**src/rtl/axis_stream_joiner_if.sv**
```systemverilog
// AXI-Stream bundle for the joiner: LANES parallel channels sharing one interface.
// The input side uses LANES=NUM_IN; the joined output uses LANES=1 with packed width.
interface axis_stream_joiner_if #(
    parameter int LANES  = 1,
    parameter int DATA_W = 64,
    parameter int USER_W = 8
);
    logic [LANES-1:0]        valid;
    logic [LANES-1:0]        ready;
    logic [LANES-1:0]        last;
    logic [LANES*DATA_W-1:0] data;
    logic [LANES*USER_W-1:0] user;

    modport master (output valid, output last, output data, output user, input  ready);
    modport slave  (input  valid, input  last, input  data, input  user, output ready);
endinterface

```
**src/rtl/axis_stream_joiner.sv**
```systemverilog
// N-input AXI-Stream join: one elastic FIFO per input, a joined beat is registered
// out only when every enabled input holds a beat. Sticky flag on tlast disagreement.
module axis_stream_joiner #(
    parameter int NUM_IN   = 2,
    parameter int DATA_W   = 64,
    parameter int USER_W   = 8,
    parameter int DEPTH    = 4,
    parameter int LAST_SEL = 0
) (
    input  logic                  aclk,
    input  logic                  aresetn,
    input  logic [NUM_IN-1:0]     en_mask,
    axis_stream_joiner_if.slave   s_axis,
    axis_stream_joiner_if.master  m_axis,
    output logic                  err_last
);
    localparam int AW = $clog2(DEPTH);
    localparam int EW = 1 + USER_W + DATA_W;
    localparam logic [AW:0] PTR_ONE = 1;

    // Handshakes: a transfer happens on a rising edge where valid && ready.
    // s_ready depends only on registered FIFO state (never on s_valid); m_valid,
    // m_data, m_user and m_last are held stable while m_valid && !m_ready.

    logic [NUM_IN-1:0]        r_en_q;
    logic [NUM_IN-1:0]        w_empty;
    logic [NUM_IN-1:0]        w_full;
    logic [NUM_IN-1:0]        w_wr;
    logic [NUM_IN-1:0]        w_pop;
    logic [NUM_IN-1:0]        w_s_ready;
    logic [NUM_IN-1:0]        w_en_last;
    logic [EW-1:0]            w_head [NUM_IN];
    logic                     r_m_valid;
    logic                     r_m_last;
    logic [NUM_IN*DATA_W-1:0] r_m_data;
    logic [NUM_IN*USER_W-1:0] r_m_user;
    logic [NUM_IN*DATA_W-1:0] w_j_data;
    logic [NUM_IN*USER_W-1:0] w_j_user;
    logic                     w_j_last;
    logic                     w_j_err;
    logic                     w_idle;
    logic                     w_join;
    logic                     w_out_free;

    for (genvar g = 0; g < NUM_IN; g++) begin : g_ch
        logic [AW:0]   r_wr_ptr;
        logic [AW:0]   r_rd_ptr;
        logic [EW-1:0] r_mem [DEPTH];

        assign w_empty[g]   = (r_wr_ptr == r_rd_ptr);
        assign w_full[g]    = (r_wr_ptr[AW] != r_rd_ptr[AW]) &&
                              (r_wr_ptr[AW-1:0] == r_rd_ptr[AW-1:0]);
        // Disabled channels swallow beats, so they always look ready.
        assign w_s_ready[g] = aresetn && (!r_en_q[g] || !w_full[g]);
        assign w_wr[g]      = r_en_q[g] && s_axis.valid[g] && !w_full[g];
        assign w_pop[g]     = w_join && r_en_q[g];
        assign w_head[g]    = r_mem[r_rd_ptr[AW-1:0]];

        always_ff @(posedge aclk) begin
            if (w_wr[g]) begin
                r_mem[r_wr_ptr[AW-1:0]] <= {s_axis.last[g],
                                            s_axis.user[g*USER_W +: USER_W],
                                            s_axis.data[g*DATA_W +: DATA_W]};
            end
        end

        // A disabled FIFO is kept drained so nothing stale survives a re-enable.
        always_ff @(posedge aclk or negedge aresetn) begin
            if (!aresetn) begin
                r_wr_ptr <= '0;
                r_rd_ptr <= '0;
            end else begin
                if (w_wr[g]) r_wr_ptr <= r_wr_ptr + PTR_ONE;
                if (!r_en_q[g])    r_rd_ptr <= r_wr_ptr;
                else if (w_pop[g]) r_rd_ptr <= r_rd_ptr + PTR_ONE;
            end
        end
    end

    assign s_axis.ready = w_s_ready;

    assign w_out_free = !r_m_valid || m_axis.ready[0];
    assign w_idle     = (&w_empty) && !r_m_valid;
    assign w_join     = (|r_en_q) && (&(~w_empty | ~r_en_q)) && w_out_free;

    always_comb begin
        w_j_data  = '0;
        w_j_user  = '0;
        w_en_last = '0;
        for (int i = 0; i < NUM_IN; i++) begin
            if (r_en_q[i]) begin
                w_j_data[i*DATA_W +: DATA_W] = w_head[i][DATA_W-1:0];
                w_j_user[i*USER_W +: USER_W] = w_head[i][DATA_W +: USER_W];
                w_en_last[i]                 = w_head[i][EW-1];
            end
        end
        w_j_last = r_en_q[LAST_SEL] ? w_en_last[LAST_SEL] : (|w_en_last);
        w_j_err  = (w_en_last != '0) && (w_en_last != r_en_q);
    end

    always_ff @(posedge aclk or negedge aresetn) begin
        if (!aresetn) begin
            r_m_valid <= 1'b0;
            r_m_last  <= 1'b0;
            r_m_data  <= '0;
            r_m_user  <= '0;
            err_last  <= 1'b0;
            r_en_q    <= '1;
        end else begin
            if (w_join) begin
                r_m_valid <= 1'b1;
                r_m_last  <= w_j_last;
                r_m_data  <= w_j_data;
                r_m_user  <= w_j_user;
            end else if (r_m_valid && m_axis.ready[0]) begin
                r_m_valid <= 1'b0;
            end
            if (w_join && w_j_err) err_last <= 1'b1;
            if (w_idle) r_en_q <= en_mask;
        end
    end

    assign m_axis.valid = r_m_valid;
    assign m_axis.last  = r_m_last;
    assign m_axis.data  = r_m_data;
    assign m_axis.user  = r_m_valid ? r_m_user : '0;
endmodule

```
**src/flat_wrapper.sv**
```systemverilog
// flat-port wrapper written by rule: the top's interface ports become plain ports
module axis_stream_joiner_flat 
#(
    parameter int NUM_IN   = 2,
    parameter int DATA_W   = 64,
    parameter int USER_W   = 8,
    parameter int DEPTH    = 4,
    parameter int LAST_SEL = 0
)
  (aclk, aresetn, en_mask, err_last, s_axis_valid, s_axis_last, s_axis_data, s_axis_user, s_axis_ready, m_axis_valid, m_axis_last, m_axis_data, m_axis_user, m_axis_ready);
  axis_stream_joiner_if #(.LANES(2), .DATA_W(DATA_W), .USER_W(USER_W)) s_axis_i ();
  axis_stream_joiner_if #(.LANES(1), .DATA_W(DATA_W), .USER_W(USER_W)) m_axis_i ();
  input  logic aclk;
  input  logic aresetn;
  input  logic [NUM_IN-1:0] en_mask;
  output logic err_last;
  input wire logic [$bits(s_axis_i.valid)-1:0] s_axis_valid;
  input wire logic [$bits(s_axis_i.last)-1:0] s_axis_last;
  input wire logic [$bits(s_axis_i.data)-1:0] s_axis_data;
  input wire logic [$bits(s_axis_i.user)-1:0] s_axis_user;
  output wire logic [$bits(s_axis_i.ready)-1:0] s_axis_ready;
  output wire logic [$bits(m_axis_i.valid)-1:0] m_axis_valid;
  output wire logic [$bits(m_axis_i.last)-1:0] m_axis_last;
  output wire logic [$bits(m_axis_i.data)-1:0] m_axis_data;
  output wire logic [$bits(m_axis_i.user)-1:0] m_axis_user;
  input wire logic [$bits(m_axis_i.ready)-1:0] m_axis_ready;
  assign s_axis_i.valid = s_axis_valid;
  assign s_axis_i.last = s_axis_last;
  assign s_axis_i.data = s_axis_data;
  assign s_axis_i.user = s_axis_user;
  assign s_axis_ready = s_axis_i.ready;
  assign m_axis_valid = m_axis_i.valid;
  assign m_axis_last = m_axis_i.last;
  assign m_axis_data = m_axis_i.data;
  assign m_axis_user = m_axis_i.user;
  assign m_axis_i.ready = m_axis_ready;
  axis_stream_joiner #(.NUM_IN(NUM_IN), .DATA_W(DATA_W), .USER_W(USER_W), .DEPTH(DEPTH), .LAST_SEL(LAST_SEL)) u_core (.aclk(aclk), .aresetn(aresetn), .en_mask(en_mask), .s_axis(s_axis_i), .m_axis(m_axis_i), .err_last(err_last));
endmodule
```
**config.mk**
```make
export PLATFORM = sky130hd
export DESIGN_NAME = axis_stream_joiner_flat
export DESIGN_NICKNAME = d
export VERILOG_FILES = /design/src/rtl/axis_stream_joiner_if.sv /design/src/rtl/axis_stream_joiner.sv /design/src/flat_wrapper.sv
export SDC_FILE = /design/constraint.sdc
export NUM_CORES = 1
export LEC_CHECK = 0
export CORE_AREA = 2 2 207 189
export CTS_CLUSTER_DIAMETER = 50
export DETAILED_ROUTE_END_ITERATION = 8
export DIE_AREA = 0 0 209 191
export PLACE_DENSITY_LB_ADDON = 0.05
export SLEW_MARGIN = 20
export SYNTH_ARGS = -nofsm -noshare
export SYNTH_HDL_FRONTEND = slang
export SYNTH_SLANG_ARGS = --single-unit
```
**constraint.sdc**
```tcl
create_clock -name aclk -period 3.8 [get_ports aclk]
set_clock_uncertainty 0.15 [all_clocks]
set_input_delay 0.38 -clock aclk [delete_from_list [all_inputs] [get_ports aclk]]
set_output_delay 0.38 -clock aclk [all_outputs]
set_load 0.03 [all_outputs]
```
Yosys cells after proc, flatten, opt, wreduce, memory -nomap -nowiden
Memories as Yosys holds them, arrays and structs flattened.
Index checks and enable logic that the tools add are counted.
- flip-flop bits (word level): 89
- input bits: 153
- memories kept: 2
- logic and storage cells: 74
- bits in writable memories: 584
- bitwise operators: 3
- add/subtract/negate cells: 4
- eq/ne operators: 9
- reductions and logical operators: 30
- multiplexer cells: 16
- memory list (name ; depth ; bits a word ; read ports ; clocked after memory_dff ; wr ports ; line ; source):
    u_core.g_ch[0].r_mem ; 4 ; 73 ; 1 ; 0 ; 1 ; axis_stream_joiner.sv:48 ; logic [EW-1:0] r_mem [DEPTH];
    u_core.g_ch[1].r_mem ; 4 ; 73 ; 1 ; 0 ; 1 ; axis_stream_joiner.sv:48 ;
- operator list (cell ; count):
    2-to-1 mux 64 bit ; 1
    logical AND 1 bit ; 16
    2-to-1 mux 8 bit ; 2
    adder 3 x 1 -> 3 bit, second input constant ; 4
    2-to-1 mux 3 bit ; 4
    2-to-1 mux 1 bit ; 9
    equality test 3 bit ; 2
    logical NOT 1 bit ; 5
    equality test 2 bit ; 2
    inequality test 2 bit, second input constant ; 2
    NOT 2 bit ; 2
    AND reduction 2 bit ; 2
    nonzero test 2 bit ; 2
    OR reduction 2 bit ; 2
    logical OR 1 bit ; 3
    inequality test 1 bit ; 2
    inequality test 2 bit ; 1
    OR 2 bit ; 1

Depth between registers and ports, before layout
- word-level depth: 9
- depth in mapped cells: 7
- gate-level depth less buffers: 4

Worst setup path after synthesis
No wires, ideal clock.
- kind: register to register
- from: reg u_core.r_en_q[0]
- to: mem u_core.g_ch[0].r_mem[3][0] (netlist bit) (enable)
- data arrival time: 2.854 ns
- buffers on the path: 1
- cell stages (with the launch flop): 5
- setup time: 0.441 ns
- slack: 0.356 ns
- data required time: 3.209 ns
- path through: dfstp_2 buf_2 nand2_1 a31oi_1 and2_1
- cells in the longest elaborated chain, start to end: 4
- ends and longest elaborated chain (what ; line ; source):
    from (decl) ; axis_stream_joiner.sv:25 ; logic [NUM_IN-1:0] r_en_q;
    from (signal assigned) ; axis_stream_joiner.sv:119 ; if (w_idle) r_en_q <= en_mask;
    logical AND 1 bit (2 in a row) ; axis_stream_joiner.sv:55 ; assign w_wr[g] = r_en_q[g] && s_axis.valid[g] && !w_full[g];
    2-to-1 mux 1 bit ; axis_stream_joiner.sv:60 ; if (w_wr[g]) begin
    2-to-1 mux 1 bit (implied by the code) ; axis_stream_joiner.sv:61 ; r_mem[r_wr_ptr[AW-1:0]] <= {s_axis.last[g],
    to (decl) ; axis_stream_joiner.sv:48 ;
No other way between the ends.

Final worst setup path
- from: reg u_core.g_ch[0].r_rd_ptr[1]
- to: out s_axis_ready[0]
- cells in the longest elaborated chain, start to end: 5
- ends and longest elaborated chain (what ; line ; source):
    from (decl) ; axis_stream_joiner.sv:47 ; logic [AW:0] r_rd_ptr;
    from (signal assigned) ; axis_stream_joiner.sv:74 ; if (!r_en_q[g]) r_rd_ptr <= r_wr_ptr;
    from (signal assigned) ; axis_stream_joiner.sv:75 ; else if (w_pop[g]) r_rd_ptr <= r_rd_ptr + PTR_ONE;
    equality test 2 bit ; axis_stream_joiner.sv:52 ; (r_wr_ptr[AW-1:0] == r_rd_ptr[AW-1:0]);
    logical AND 1 bit ; axis_stream_joiner.sv:51 ; assign w_full[g] = (r_wr_ptr[AW] != r_rd_ptr[AW]) &&
    logical NOT 1 bit ; axis_stream_joiner.sv:54 ; assign w_s_ready[g] = aresetn && (!r_en_q[g] || !w_full[g]);
    logical OR 1 bit ; axis_stream_joiner.sv:54 ;
    logical AND 1 bit ; axis_stream_joiner.sv:54 ;
    to (decl) ; flat_wrapper.sv:21 ; output wire logic [$bits(s_axis_i.ready)-1:0] s_axis_ready;
No other way between the ends.

==> impl_metrics.py <==
metrics = {
    "detailed_routing": {
        "first_pass_iters": 5,
        "wl_per_cell_um": 24.1,
        "ant_nets": 0,
        "drc": 0,
        "vias": 7876,
        "first_iter_violations": 522,
        "wl_um": 35100,
        "vias_per_cell": 5.39,
    },
    "yosys": {
        "synth_warnings": 0,
        "synth_xor_area_frac": 0.00987,
        "synth_enable_flop_cells": 296,
        "postSynth.asyncResetShare": 0.231,
        "synth-main-ff-cell": "edfxtp_1",
        "synth_area_leader_cell": "edfxtp_1",
        "synthesis.nets": 920,
        "synthAdderAreaFrac": 0.00836,
        "synth.distinct_cells": 39,
        "synth_seq_cells": 385,
        "synth_top_family_by_area": "multiplexers",
        "synthCells": 757,
        "synth_top_area_share": 0.594,
        "syn_area_um2": 15000,
        "synthTopCellsByArea": "edfxtp_1 59%, dfrtp_1 15%, mux4_2 11%",
        "muxShareOfSynthArea": 0.113,
        "synth-compound-area-share": 0.0610,
        "ys_seq_area_frac": 0.743,
        "syn_avg_cell_area_um2": 19.8,
        "synth-simple-area-share": 0.0453,
    },
    "floorplan": {
        "dieArea_um2": 39900,
        "io_pins": 230,
        "die_w_um": 209,
        "start_util": 0.395,
        "dieHeight_um": 191,
        "core-area_um2": 37900,
        "fp-row-count": 68,
    },
    "place": {
        "numPlacedInstances": 1374,
        "place.gp.congestion": 0.790,
        "port_buffers": 157,
        "dp_hpwl_um": 18900,
        "post-place-ws_ns": 0.861,
    },
    "pwr": {
        "power.density_nw_per_um2": 855,
        "p_leak_uw": 0.00691,
        "peakVddDrop_uv": 403,
    },
    "final_layout": {
        "final_nets": 1095,
        "final_core_util": 0.491,
        "instances_no_fill": 1460,
        "layout_commonest_cell": "edfxtp_1",
        "final_layout_size_suffix_gt1_frac": 0.184,
        "final_cell_mix": "296 x edfxtp_1, 156 x clkdlybuf4s50_1, 85 x dfrtp_1",
        "syn_to_final_growth_pct": 24.3,
    },
    "sta": {
        "timing.fmax_ghz": 0.298,
        "rsz0062_at_grt": "no",
        "relSlewSlack": 0.384,
        "worstMarginPinSlew_ns": 0.924,
        "slew_viol_final": 0,
        "setup_tns_ns": 0,
        "setup_viol": 0,
        "fin_crit_sh": 0.882,
        "hold_viol": 0,
        "fin_ws_ns": 0.447,
        "min_period_ns": 3.35,
    },
    "worst_hold_path": {
        "min_path_type": "in2reg",
    },
    "cts": {
        "clockRootBuffer": "clkbuf_16",
        "postCtsSetupRepairBufs": 0,
        "numCtsBuffers": 45,
        "postCtsHoldBufs": 1,
        "clk_pin_slew_worst_paths_ns": 0.06,
        "clk_path_buf_depth": 3,
        "insertion_delay_ns": 0.57,
        "cts_resized": 0,
        "cts_tree": "yes",
        "numClockSinks": 385,
        "htree_num_levels": 2,
    },
    "worst_setup_path": {
        "worstPathArrival_ns": 2.82,
        "endpoint_kind": "output port",
        "worstPathRequired_ns": 3.27,
        "worstPathMaxFanout": 37,
        "worstSetupPathType": "reg2out",
        "slowest_stage": "dfrtp_4",
        "r2r_setup_slack_ns": 0.94,
        "crit_chain": "xnor2_1 > a41oi_1 > clkdlybuf4s50_1",
        "critPathMaxStageDelay_ns": 0.82,
        "start_kind": "flop",
    },
    "global_route": {
        "grt_max_degree": 66,
        "grt_pass1_wl_um": 53100,
        "overflow": 0,
        "grt_pass1_vias": 8584,
        "grt_usage": 0.180,
        "antenna_found_initial": 4,
    },
    "run_status": {
        "status": "complete, no violations",
    },
    "job": {
        "maxCapViolCount": 0,
    },
}
[report_power, final]
part | switching, uW | internal, uW | leakage [uW]
Combinational | 3120 | 2530 | 0.00241
Clock | 1720 | 2360 | 0.000703
Sequential | 627 | 5550 | 0.00380
[logic make-up (layout without fill, tap and decap cells)]
family                   Yosys count  count (layout)
other                              0               1
buffers and inverters             58             270
AO/OA/AOI/OAI                     99              99
XOR/XNOR                          16              16
AND/OR/NAND/NOR                  113             113
multiplexers                      76              76
flip-flops                       385             385
adder cells (fa/ha/maj)           10              10
[Yosys cell counts (all sizes together) (8+ instances only)]
| cell type | instances |
|---|---|
| clkbuf | 29 |
| edfxtp | 296 |
| and2 | 16 |
| dfrtp | 87 |
| buf | 22 |
| nand4 | 73 |
| nand2 | 8 |
| xor2 | 9 |
| ha | 10 |
| mux4 | 74 |
| a21bo | 72 |
[metrics by stage]
stage / instance area (um2) / total power, uW / hold slack (ns)
after detailed placement: 17200 / 12000 / 0.314
after floorplan: 15000 / 9960 / -0.0656
after global placement: 17200 / 11900 / 0.307
after global routing: 18600 / 16700 / 0.281
after CTS: 18600 / 16200 / 0.237
final: 18600 / 15900 / 0.273
[worst max-delay path: cells and delay by family (launching register included)]
| kind | cells | cell delay (ns) |
|---|---|---|
| flops | 1 | 0.82 |
| buf+inv | 1 | 0.76 |
| compound gates | 1 | 0.46 |
| xor+xnor | 1 | 0.22 |
[flip-flops by register name, indices dropped and copies added, names as in the netlist, 2 cells and up]
name / flops
u_core.r_en_q: 2
u_core.r_m_data: 64
u_core.g_ch.r_mem: 296
u_core.r_m_user: 8
u_core.g_ch.r_wr_ptr: 6
u_core.g_ch.r_rd_ptr: 6
[layout make-up]
cell class / count / area, um2
fillers: 3119 / 19300
flip-flops and latches: 385 / 11100
multi-input cells: 314 / 3570
repair buffers: 179 / 1840
clock buffers: 53 / 1210
well taps: 490 / 613
clock inverters: 31 / 208
inverters: 7 / 26.3
diodes: 1 / 2.50
[final timing paths]
path | cells past startpoint | start | endpoint
worst max register to register | 4 | u_core.g_ch[0].r_rd_ptr[1] | u_core.g_ch[0].r_mem[2][58]
max in group asynchronous | 4 | aresetn | u_core.g_ch[0].r_rd_ptr[0]
worst min register to register | 1 | u_core.r_m_data[41] | u_core.r_m_data[41]
worst max-delay path | 3 | u_core.g_ch[0].r_rd_ptr[1] | s_axis_ready[0]
worst min-delay path | 2 | en_mask[1] | u_core.r_en_q[1]
min in group asynchronous | 3 | aresetn | u_core.r_m_user[5]
[per-layer routing]
metal | vias to the layer above | wire [um] | track usage
met3 | 53 | 2150 | 0.0416
li1 | 3450 | - | -
met1 | 4148 | 15500 | 0.243
met2 | 223 | 16700 | 0.291
met5 | - | 13 | 0
met4 | 2 | 765 | 0.0593
No activity file was read; power rests on OpenSTA's default activity.
